--- config.mk ---
export PLATFORM = sky130hd
export DESIGN_NAME = top
export DESIGN_NICKNAME = d
export VERILOG_FILES = /design/src/rtl/top.sv
export SDC_FILE = /design/constraint.sdc
export NUM_CORES = 1
export LEC_CHECK = 0
export CORE_ASPECT_RATIO = 0.6
export CORE_MARGIN = 8
export CORE_UTILIZATION = 55
export CTS_CLUSTER_DIAMETER = 80
export DETAILED_ROUTE_END_ITERATION = 7
export PLACE_DENSITY_LB_ADDON = 0.3
export SLEW_MARGIN = 25
export SYNTH_ARGS = -nofsm -noshare
export SYNTH_HDL_FRONTEND = slang
export SYNTH_SLANG_ARGS = --single-unit
--- constraint.sdc ---
create_clock -name clk -period 3.1 [get_ports clk]
set_clock_uncertainty 0.05 [all_clocks]
set_input_delay 0.62 -clock clk [delete_from_list [all_inputs] [get_ports clk]]
set_output_delay 0.62 -clock clk [all_outputs]
set_load 0.05 [all_outputs]
--- src/rtl/top.sv ---
// RGB hue-cycling LED driver.
// Eight-bit PWM on three channels. The duty targets sweep the colour wheel in
// six segments of 256 levels. Each level lasts STEP_CYCLES clocks.
// Optional macro RGB_ACTIVE_HIGH_EN switches the outputs from active-low to
// active-high. Timing is the same in both builds.
module top #(
  parameter int STEP_CYCLES = 7812
) (
  input  logic clk,
  input  logic rst_n,
  output logic RGB_R,
  output logic RGB_G,
  output logic RGB_B
);

  localparam int STEP_W = (STEP_CYCLES > 1) ? $clog2(STEP_CYCLES) : 1;
  localparam logic [STEP_W-1:0] STEP_LAST = STEP_W'(STEP_CYCLES - 1);

`ifdef RGB_ACTIVE_HIGH_EN
  localparam logic LED_ON  = 1'b1;
`else
  localparam logic LED_ON  = 1'b0;
`endif
  localparam logic LED_OFF = ~LED_ON;

  logic [7:0]        r_pwm_cnt;
  logic [STEP_W-1:0] r_step_cnt;
  logic [7:0]        r_level;
  logic [2:0]        r_seg;
  logic [7:0]        r_duty_r, r_duty_g, r_duty_b;
  logic              r_rgb_r, r_rgb_g, r_rgb_b;

  logic              w_step_tc;
  logic              w_level_tc;
  logic              w_period_end;
  logic [7:0]        w_inv_level;
  logic [7:0]        w_tgt_r, w_tgt_g, w_tgt_b;

  assign w_step_tc    = (r_step_cnt == STEP_LAST);
  assign w_level_tc   = (r_level == 8'd255);
  assign w_period_end = (r_pwm_cnt == 8'd255);
  assign w_inv_level  = 8'd255 - r_level;

  // Free-running PWM phase counter; 256-cycle period, wraps naturally.
  always_ff @(posedge clk or negedge rst_n) begin
    if (!rst_n) begin
      r_pwm_cnt <= 8'd0;
    end else begin
      r_pwm_cnt <= r_pwm_cnt + 8'd1;
    end
  end

  // Hue position: step prescaler -> level -> segment (0..5).
  always_ff @(posedge clk or negedge rst_n) begin
    if (!rst_n) begin
      r_step_cnt <= '0;
      r_level    <= 8'd0;
      r_seg      <= 3'd0;
    end else if (w_step_tc) begin
      r_step_cnt <= '0;
      r_level    <= r_level + 8'd1;
      if (w_level_tc) begin
        r_seg <= (r_seg == 3'd5) ? 3'd0 : (r_seg + 3'd1);
      end else begin
        r_seg <= r_seg;
      end
    end else begin
      r_step_cnt <= r_step_cnt + STEP_W'(1);
    end
  end

  // Target duties from the current segment and level along the colour wheel.
  always_comb begin
    w_tgt_r = 8'd255;
    w_tgt_g = 8'd0;
    w_tgt_b = 8'd0;
    case (r_seg)
      3'd0: begin w_tgt_r = 8'd255;      w_tgt_g = r_level;     w_tgt_b = 8'd0;        end
      3'd1: begin w_tgt_r = w_inv_level; w_tgt_g = 8'd255;      w_tgt_b = 8'd0;        end
      3'd2: begin w_tgt_r = 8'd0;        w_tgt_g = 8'd255;      w_tgt_b = r_level;     end
      3'd3: begin w_tgt_r = 8'd0;        w_tgt_g = w_inv_level; w_tgt_b = 8'd255;      end
      3'd4: begin w_tgt_r = r_level;     w_tgt_g = 8'd0;        w_tgt_b = 8'd255;      end
      3'd5: begin w_tgt_r = 8'd255;      w_tgt_g = 8'd0;        w_tgt_b = w_inv_level; end
      default: begin w_tgt_r = 8'd255;   w_tgt_g = 8'd0;        w_tgt_b = 8'd0;        end
    endcase
  end

  // Latch duties only at the end of a PWM period so no pulse is ever cut short.
  always_ff @(posedge clk or negedge rst_n) begin
    if (!rst_n) begin
      r_duty_r <= 8'd255;
      r_duty_g <= 8'd0;
      r_duty_b <= 8'd0;
    end else if (w_period_end) begin
      r_duty_r <= w_tgt_r;
      r_duty_g <= w_tgt_g;
      r_duty_b <= w_tgt_b;
    end
  end

  // Registered PWM compare. Strict less-than means duty 255 still gives one off cycle.
  always_ff @(posedge clk or negedge rst_n) begin
    if (!rst_n) begin
      r_rgb_r <= LED_OFF;
      r_rgb_g <= LED_OFF;
      r_rgb_b <= LED_OFF;
    end else begin
      r_rgb_r <= (r_pwm_cnt < r_duty_r) ? LED_ON : LED_OFF;
      r_rgb_g <= (r_pwm_cnt < r_duty_g) ? LED_ON : LED_OFF;
      r_rgb_b <= (r_pwm_cnt < r_duty_b) ? LED_ON : LED_OFF;
    end
  end

  assign RGB_R = r_rgb_r;
  assign RGB_G = r_rgb_g;
  assign RGB_B = r_rgb_b;

endmodule

==> flow_metrics.tcl, run 1 <==
set metrics [dict create \
    run_status "finished clean" \
    ys.warnings.count 0 \
    placement_rows 22 \
    synth-edff-count 0 \
    num-fill-cells 517 \
    switchingPower_mw 0.320 \
    critical_path.reg2reg.endpoint "r_duty_r[5]$_DFFE_PN1N_" \
    synth_async_sr_flop_share 1.00 \
    numClockSinks 59 \
    routed_via_density 5.69 \
    syn_avg_cell_area_um2 9.69 \
    clk_transition_reported_paths_ps 70 \
    worstSkewPairLatency_ps 340 \
    initial_antenna_violation_count 0 \
    min_period_ps 2320 \
    worst-r2r-setup-slack_ps 880 \
    ant_nets 0 \
    syn2layout_area_growth_pct 9.15 \
    cts_resized 0 \
    hold_violations 0 \
    worst_path_max_delay_cell "sky130_fd_sc_hd__clkdlybuf4s50_1" \
    cts-hold-fix-buffers 0 \
    synth_top_area_frac 0.361 \
    die_h_um 76.2 \
    finalSetupViolations 0 \
    most_common_cell_in_the_synthesized_netlist "sky130_fd_sc_hd__dfrtp_1" \
    irDropWorstVdd_uv 294 \
    cts-buffers-inserted 9 \
    grt_pass1_vias 2302 \
    portion_of_total_power_attributed_to_combinational_logic 0.010 \
    clock.fmax_ghz 0.432 \
    synthDistinctLibCells 37 \
    initial_core_utilization 0.557 \
    post_synth_top_flop "sky130_fd_sc_hd__dfrtp_1" \
    final.period_utilization 0.747 \
    wl_mm 7.02 \
    ios 5 \
    detail_route.wl_per_cell_um 16.3 \
    grt_start_max_net_pins 60 \
    cts_setup_buffers 0 \
    number_of_nets_in_the_finished_design 370 \
    placement.io_buffers 4 \
    synth.area.top_cells "sky130_fd_sc_hd__dfrtp_1 (36%), sky130_fd_sc_hd__ha_1 (9.8%), sky130_fd_sc_hd__dfstp_2 (8.7%)" \
    cp_top_family "buffers and inverters" \
    power.density_cell_area_nw_per_um2 438 \
    clock_tree.htree_level_count 3 \
    global_route.overflow_total 0 \
    drtPass1Iterations 4 \
    critical_path_required_ps 2430 \
    share_of_the_synthesized_area_in_compound_gates_ao_oa_aoi_oai 0.169 \
    sequential_cell_area_in_the_final_layout_um2 1490 \
    yosysTopAreaCell "sky130_fd_sc_hd__dfrtp_1" \
    path_cells "clkdlybuf4s50_1" \
    crit_type "reg -> out" \
    fraction_of_the_yosys_area_taken_by_sequential_cells 0.448 \
    detailroute.via_count 2452 \
    p_sw_frac 0.202 \
    critPathMaxStageDelay_ps 800 \
    seq_pwr_share 0.485 \
    setup_total_negative_slack_ps 0 \
    die_w_um 116 \
    p_int_mw 1.27 \
    worstSetupEndpointType "primary output" \
    unrepaired_setup_endpoints_after_global_routing "false" \
    initialDrtViolationCount 210 \
    design.die.area_um2 8870 \
    timing.critical_path.arrival_ps 1650 \
    antenna-diode-count 0 \
    dp.final_hpwl_mm 4.97 \
    cellLeakagePower_nw 1.54 \
    cp_max_fo 1 \
    grt.total_usage 0.172 \
    measured_slew_at_the_worst_slew_check_pin_ps 752 \
    worstReg2RegStart "r_seg[0]$_DFFE_PN0P_" \
    post_synth_and_or_nand_nor_area_fraction 0.165 \
    synth.cell_area_um2 3320 \
    drv_cap 0 \
    multi_input_area_um2 1660 \
    grt_pass1_wl_mm 11.8 \
    floorplan.core_area_um2 5970 \
    place_congestion 0.825 \
    critPathBufInv 1 \
    classification_of_the_worst_slack_hold_path "in -> async" \
    post_synth_mux_area_share 0.00790 \
    critical_path.startpoint_type "flip-flop" \
    syn-num-nets 371 \
    synth.top_cells.by_count "sky130_fd_sc_hd__dfrtp_1 (48), sky130_fd_sc_hd__nor2_1 (30), sky130_fd_sc_hd__nand2_1 (28), sky130_fd_sc_hd__ha_1 (26), sky130_fd_sc_hd__inv_1 (25)" \
    ys_ff_latch 59 \
    ctsRootBufferMaster "sky130_fd_sc_hd__clkbuf_8" \
    synth_adder_area_share 0.0979 \
    synthesized_area_fraction_occupied_by_xor_and_xnor_cells 0.0580 \
    slew_headroom 0.499 \
    synth_top_family_by_area "compound AO/OA/AOI/OAI gates" \
    maxSlewViolCount 0 \
    fraction_of_final_layout_cells_with_drive_strength_greater_than_1 0.101 \
    clock_network_power_share 0.505 \
    post_synth_inst_count 343 \
    worst_reg_to_reg_cells 5 \
    tritoncts "built" \
    clock_tree.buffer_depth 2 \
    timing.hold.ws_ps 371 \
    drcViolationCount 0 \
]
## placed cells by master (no fill, tap or decap), types with 11 or more instances in the layout
cell / instances
sky130_fd_sc_hd__xnor2_1: 15
sky130_fd_sc_hd__nand2_1: 28
sky130_fd_sc_hd__dfstp_2: 11
sky130_fd_sc_hd__ha_1: 26
sky130_fd_sc_hd__a21oi_1: 13
sky130_fd_sc_hd__clkbuf_8: 11
sky130_fd_sc_hd__nor2_1: 30
sky130_fd_sc_hd__inv_1: 25
sky130_fd_sc_hd__nand3_1: 15
sky130_fd_sc_hd__dfrtp_1: 48
sky130_fd_sc_hd__o21ai_0: 22
## worst max path at each step
stage / start / to / slack (ps) / cells after the start
after floorplan: r_step_cnt[0]$_DFF_PN0_ / r_seg[2]$_DFFE_PN0P_ / 1340 / 6
after global placement: r_pwm_cnt[1]$_DFF_PN0_ / r_duty_r[4]$_DFFE_PN1N_ / 900 / 6
after detailed placement: r_pwm_cnt[1]$_DFF_PN0_ / r_duty_r[4]$_DFFE_PN1N_ / 960 / 6
after CTS: RGB_B$_DFF_PN1_ / RGB_B / 770 / 1
after global routing: r_pwm_cnt[1]$_DFF_PN0_ / r_duty_r[5]$_DFFE_PN1N_ / 670 / 6
final: RGB_G$_DFF_PN1_ / RGB_G / 780 / 1
## cell families after synthesis
family	count (synthesis)
compound gates	84
xor+xnor	22
fa+ha+maj	26
buf+inv	44
flops	59
mux	2
simple gates	106
## sequential cells by signal, summed over array words and instances (netlist names)
name / flops
r_duty_g: 8
r_step_cnt: 13
r_seg: 3
r_duty_b: 8
r_pwm_cnt: 8
RGB_R: 1
r_duty_r: 8
r_level: 8
RGB_B: 1
RGB_G: 1
## layer usage
layer  part of all wire  routed length (um)  up-vias  track usage
met5                  0                   0        -            0
met4             0.0048                  34        0       0.0515
met3              0.054                 377        5       0.0451
met2               0.41                2910       47        0.213
met1               0.53                3700     1195        0.275
li1                   -                   -     1205            -
## final cells by class
type                            instances  area share
Multi-Input combinational cell        240       0.457
Sequential cell                        59       0.411
Clock buffer                           12      0.0428
Tap cell                               84      0.0290
Inverter                               26      0.0269
Clock inverter                          4      0.0203
Timing Repair Buffer                    6      0.0138
## worst register-to-register path: stages, from the launching register on
cell	delay (ps)
sky130_fd_sc_hd__dfrtp_1	820
sky130_fd_sc_hd__and2_1	280
sky130_fd_sc_hd__ha_1	170
sky130_fd_sc_hd__inv_1	50
sky130_fd_sc_hd__a21oi_1	580
sky130_fd_sc_hd__a22oi_1	150
## per-stage QoR
step	cells	worst slack (ps)	util	power, mW	area, um2
3_3_place_gp	415	903	0.569	0.801	3400
5_1_grt	431	671	0.607	1.64	3630
6_report	431	785	0.607	1.59	3630
2_1_floorplan	343	1340	-	0.785	3320
3_5_place_dp	415	955	0.569	0.802	3400
4_1_cts	431	765	0.607	1.60	3630
## power by group through the flow
stage	sequential [mW]	clock, mW	combinational (mW)
after floorplan	0.785	0	0.000000680
after global placement	0.784	0	0.0168
after detailed placement	0.784	0	0.0172
after CTS	0.770	0.817	0.0172
after global routing	0.770	0.850	0.0192
final	0.770	0.803	0.0158
Power figures use the tool's default switching activity.
==> run 2, diff against run 1 <==
==> constraint.sdc (replaced) <==
create_clock -name clk -period 2.12 [get_ports clk]
set_clock_uncertainty 0.05 [all_clocks]
set_input_delay 0.424 -clock clk [delete_from_list [all_inputs] [get_ports clk]]
set_output_delay 0.424 -clock clk [all_outputs]
set_load 0.05 [all_outputs]
==> run 2 against run 1 <==
Net effect:
- die area did not move
- wire length increased by 0.70%
- sequential share of layout area shrank 1.0 points
- worst hold slack got worse by 360 ps
- register-to-register slack worse by 670 ps
- setup slack lost 580 ps
- final cell count rose by 2.3%
- first-iteration DRC count shrank 7.1%
- power increased by 46%
- largest power group unchanged
- highest routed layer unchanged
==> flow_metrics.tcl, run 2 (same netlist as run 1, synthesis figures left out) <==
set metrics [dict create \
    run_status "finished clean" \
    design.die.area_um2 8870 \
    initial_core_utilization 0.557 \
    drv_cap 0 \
    largest_reg_flops 13 \
    cts_setup_buffers 0 \
    min_period_ps 1910 \
    clock_tree.htree_level_count 3 \
    detail_route.wl_per_cell_um 16.0 \
    grt.total_usage 0.177 \
    antenna-diode-count 0 \
    ant_nets 0 \
    final.period_utilization 0.901 \
    irDropWorstVdd_uv 348 \
    switchingPower_mw 0.469 \
    power.density_cell_area_nw_per_um2 625 \
    clock.fmax_ghz 0.523 \
    measured_slew_at_the_worst_slew_check_pin_ps 559 \
    top_register "r_step_cnt" \
    critPathMaxStageDelay_ps 410 \
    dp.final_hpwl_mm 5.14 \
    seq_pwr_share 0.485 \
    drcViolationCount 0 \
    initial_antenna_violation_count 0 \
    cellLeakagePower_nw 1.59 \
    clock_tree.buffer_depth 2 \
    clock_network_power_share 0.504 \
    detailroute.via_count 2489 \
    critical_path_required_ps 2290 \
    critPathBufInv 0 \
    ios 5 \
    slew_headroom 0.626 \
    cp_max_fo 5 \
    routed_via_density 5.64 \
    p_sw_frac 0.202 \
    post-route-worst-setup-slack_ps 209 \
    dpl_worst_slack_ps 246 \
    unrepaired_setup_endpoints_after_global_routing "false" \
    critical_path.startpoint_type "flip-flop" \
    ctsRootBufferMaster "sky130_fd_sc_hd__clkbuf_8" \
    grt_pass1_wl_mm 12.3 \
    crit_type "reg -> reg" \
    tritoncts "built" \
    number_of_nets_in_the_finished_design 380 \
    worstSetupEndpointType "flip-flop" \
    placement.io_buffers 4 \
    global_route.overflow_total 0 \
    floorplan.core_area_um2 5970 \
    place_congestion 0.855 \
    classification_of_the_worst_slack_hold_path "in -> async" \
    p_int_mw 1.86 \
    initialDrtViolationCount 195 \
    portion_of_total_power_attributed_to_combinational_logic 0.011 \
    mostFrequentLayoutCells "sky130_fd_sc_hd__dfrtp_1 (48), sky130_fd_sc_hd__nor2_1 (30), sky130_fd_sc_hd__nand2_1 (28)" \
    cts_resized 0 \
    cp_top_family "simple AND/OR/NAND/NOR gates" \
    clk_transition_reported_paths_ps 70 \
    layout_commonest_cell "sky130_fd_sc_hd__dfrtp_1" \
    syn2layout_area_growth_pct 11.9 \
    fraction_of_final_layout_cells_with_drive_strength_greater_than_1 0.134 \
    placement_rows 22 \
    setup_total_negative_slack_ps 0 \
    finalSetupViolations 0 \
    wl_mm 7.07 \
    numClockSinks 59 \
    cts-buffers-inserted 9 \
    die_w_um 116 \
    drtPass1Iterations 7 \
    grt_pass1_vias 2376 \
    timing.critical_path.arrival_ps 2080 \
    worstSkewPairLatency_ps 340 \
    hold_violations 0 \
    die_h_um 76.2 \
    maxSlewViolCount 0 \
    worst_path_max_delay_cell "sky130_fd_sc_hd__dfrtp_1" \
    cts-hold-fix-buffers 0 \
    grt_start_max_net_pins 38 \
    path_cells "ha_1, nor4b_2, and3_1, nand4_1, mux2_1" \
]
-- run 2: cell types whose count changed in the layout (fill, tap and decap cells not counted), sizes merged --
cell	previous run	this run
clkdlybuf4s50	3	0
buf	3	16
clkinv	2	1
clkinvlp	0	1
-- run 2: final cells by class --
type | instances | area (um2)
clock inverters | 4 | 72.6
clock buffers | 12 | 155
repair buffers | 16 | 143
well taps | 84 | 105
flip-flops and latches | 59 | 1490
multi-input cells | 240 | 1660
fillers | 504 | 2250
inverters | 26 | 97.6
-- run 2: power by group through the flow --
stage            logic, mW  registers, mW  clock network (mW)
5_1_grt             0.0314           1.13                1.25
3_5_place_dp        0.0283           1.15                   0
3_3_place_gp        0.0278           1.15                   0
6_report            0.0261           1.13                1.17
2_1_floorplan  0.000000680           1.15                   0
4_1_cts             0.0283           1.13                1.19
-- run 2: stage by stage --
stage,hold WS [ps],instance area [um2],instances,utilization,total power [mW]
finish,8.39,3720,441,0.623,2.32
detailed placement,388,3490,425,0.585,1.18
global route,34.3,3720,441,0.623,2.40
floorplan,78.4,3320,343,-,1.15
global placement,385,3490,425,0.585,1.17
CTS,24.1,3720,441,0.623,2.34
-- run 2: per-layer routing --
metal	global-route usage	wire length, um
met4	0.0502	65
met3	0.0498	481
met5	0	0
met2	0.228	2780
met1	0.274	3740
-- run 2: worst register-to-register path, delay by kind of cell (launching register included) --
kind                     cells  cell delay [ps]
AND/OR/NAND/NOR              3              720
adder cells (fa/ha/maj)      1              270
flip-flops                   1              410
multiplexers                 1              360
-- run 2: worst paths after layout --
kind                                    startpoint                 endpoint  slack [ps]  cells after the start
setup / recovery           r_step_cnt[0]$_DFF_PN0_     r_seg[1]$_DFFE_PN0P_         210                      5
hold / removal                               rst_n  r_step_cnt[4]$_DFF_PN0_           8                      1
setup reg to reg           r_step_cnt[0]$_DFF_PN0_     r_seg[1]$_DFFE_PN0P_         210                      5
hold reg to reg            r_duty_b[0]$_DFFE_PN0N_  r_duty_b[0]$_DFFE_PN0N_         440                      2
max in group asynchronous                    rst_n          RGB_G$_DFF_PN1_        1360                      2
min in group clk           r_duty_b[0]$_DFFE_PN0N_  r_duty_b[0]$_DFFE_PN0N_         440                      2
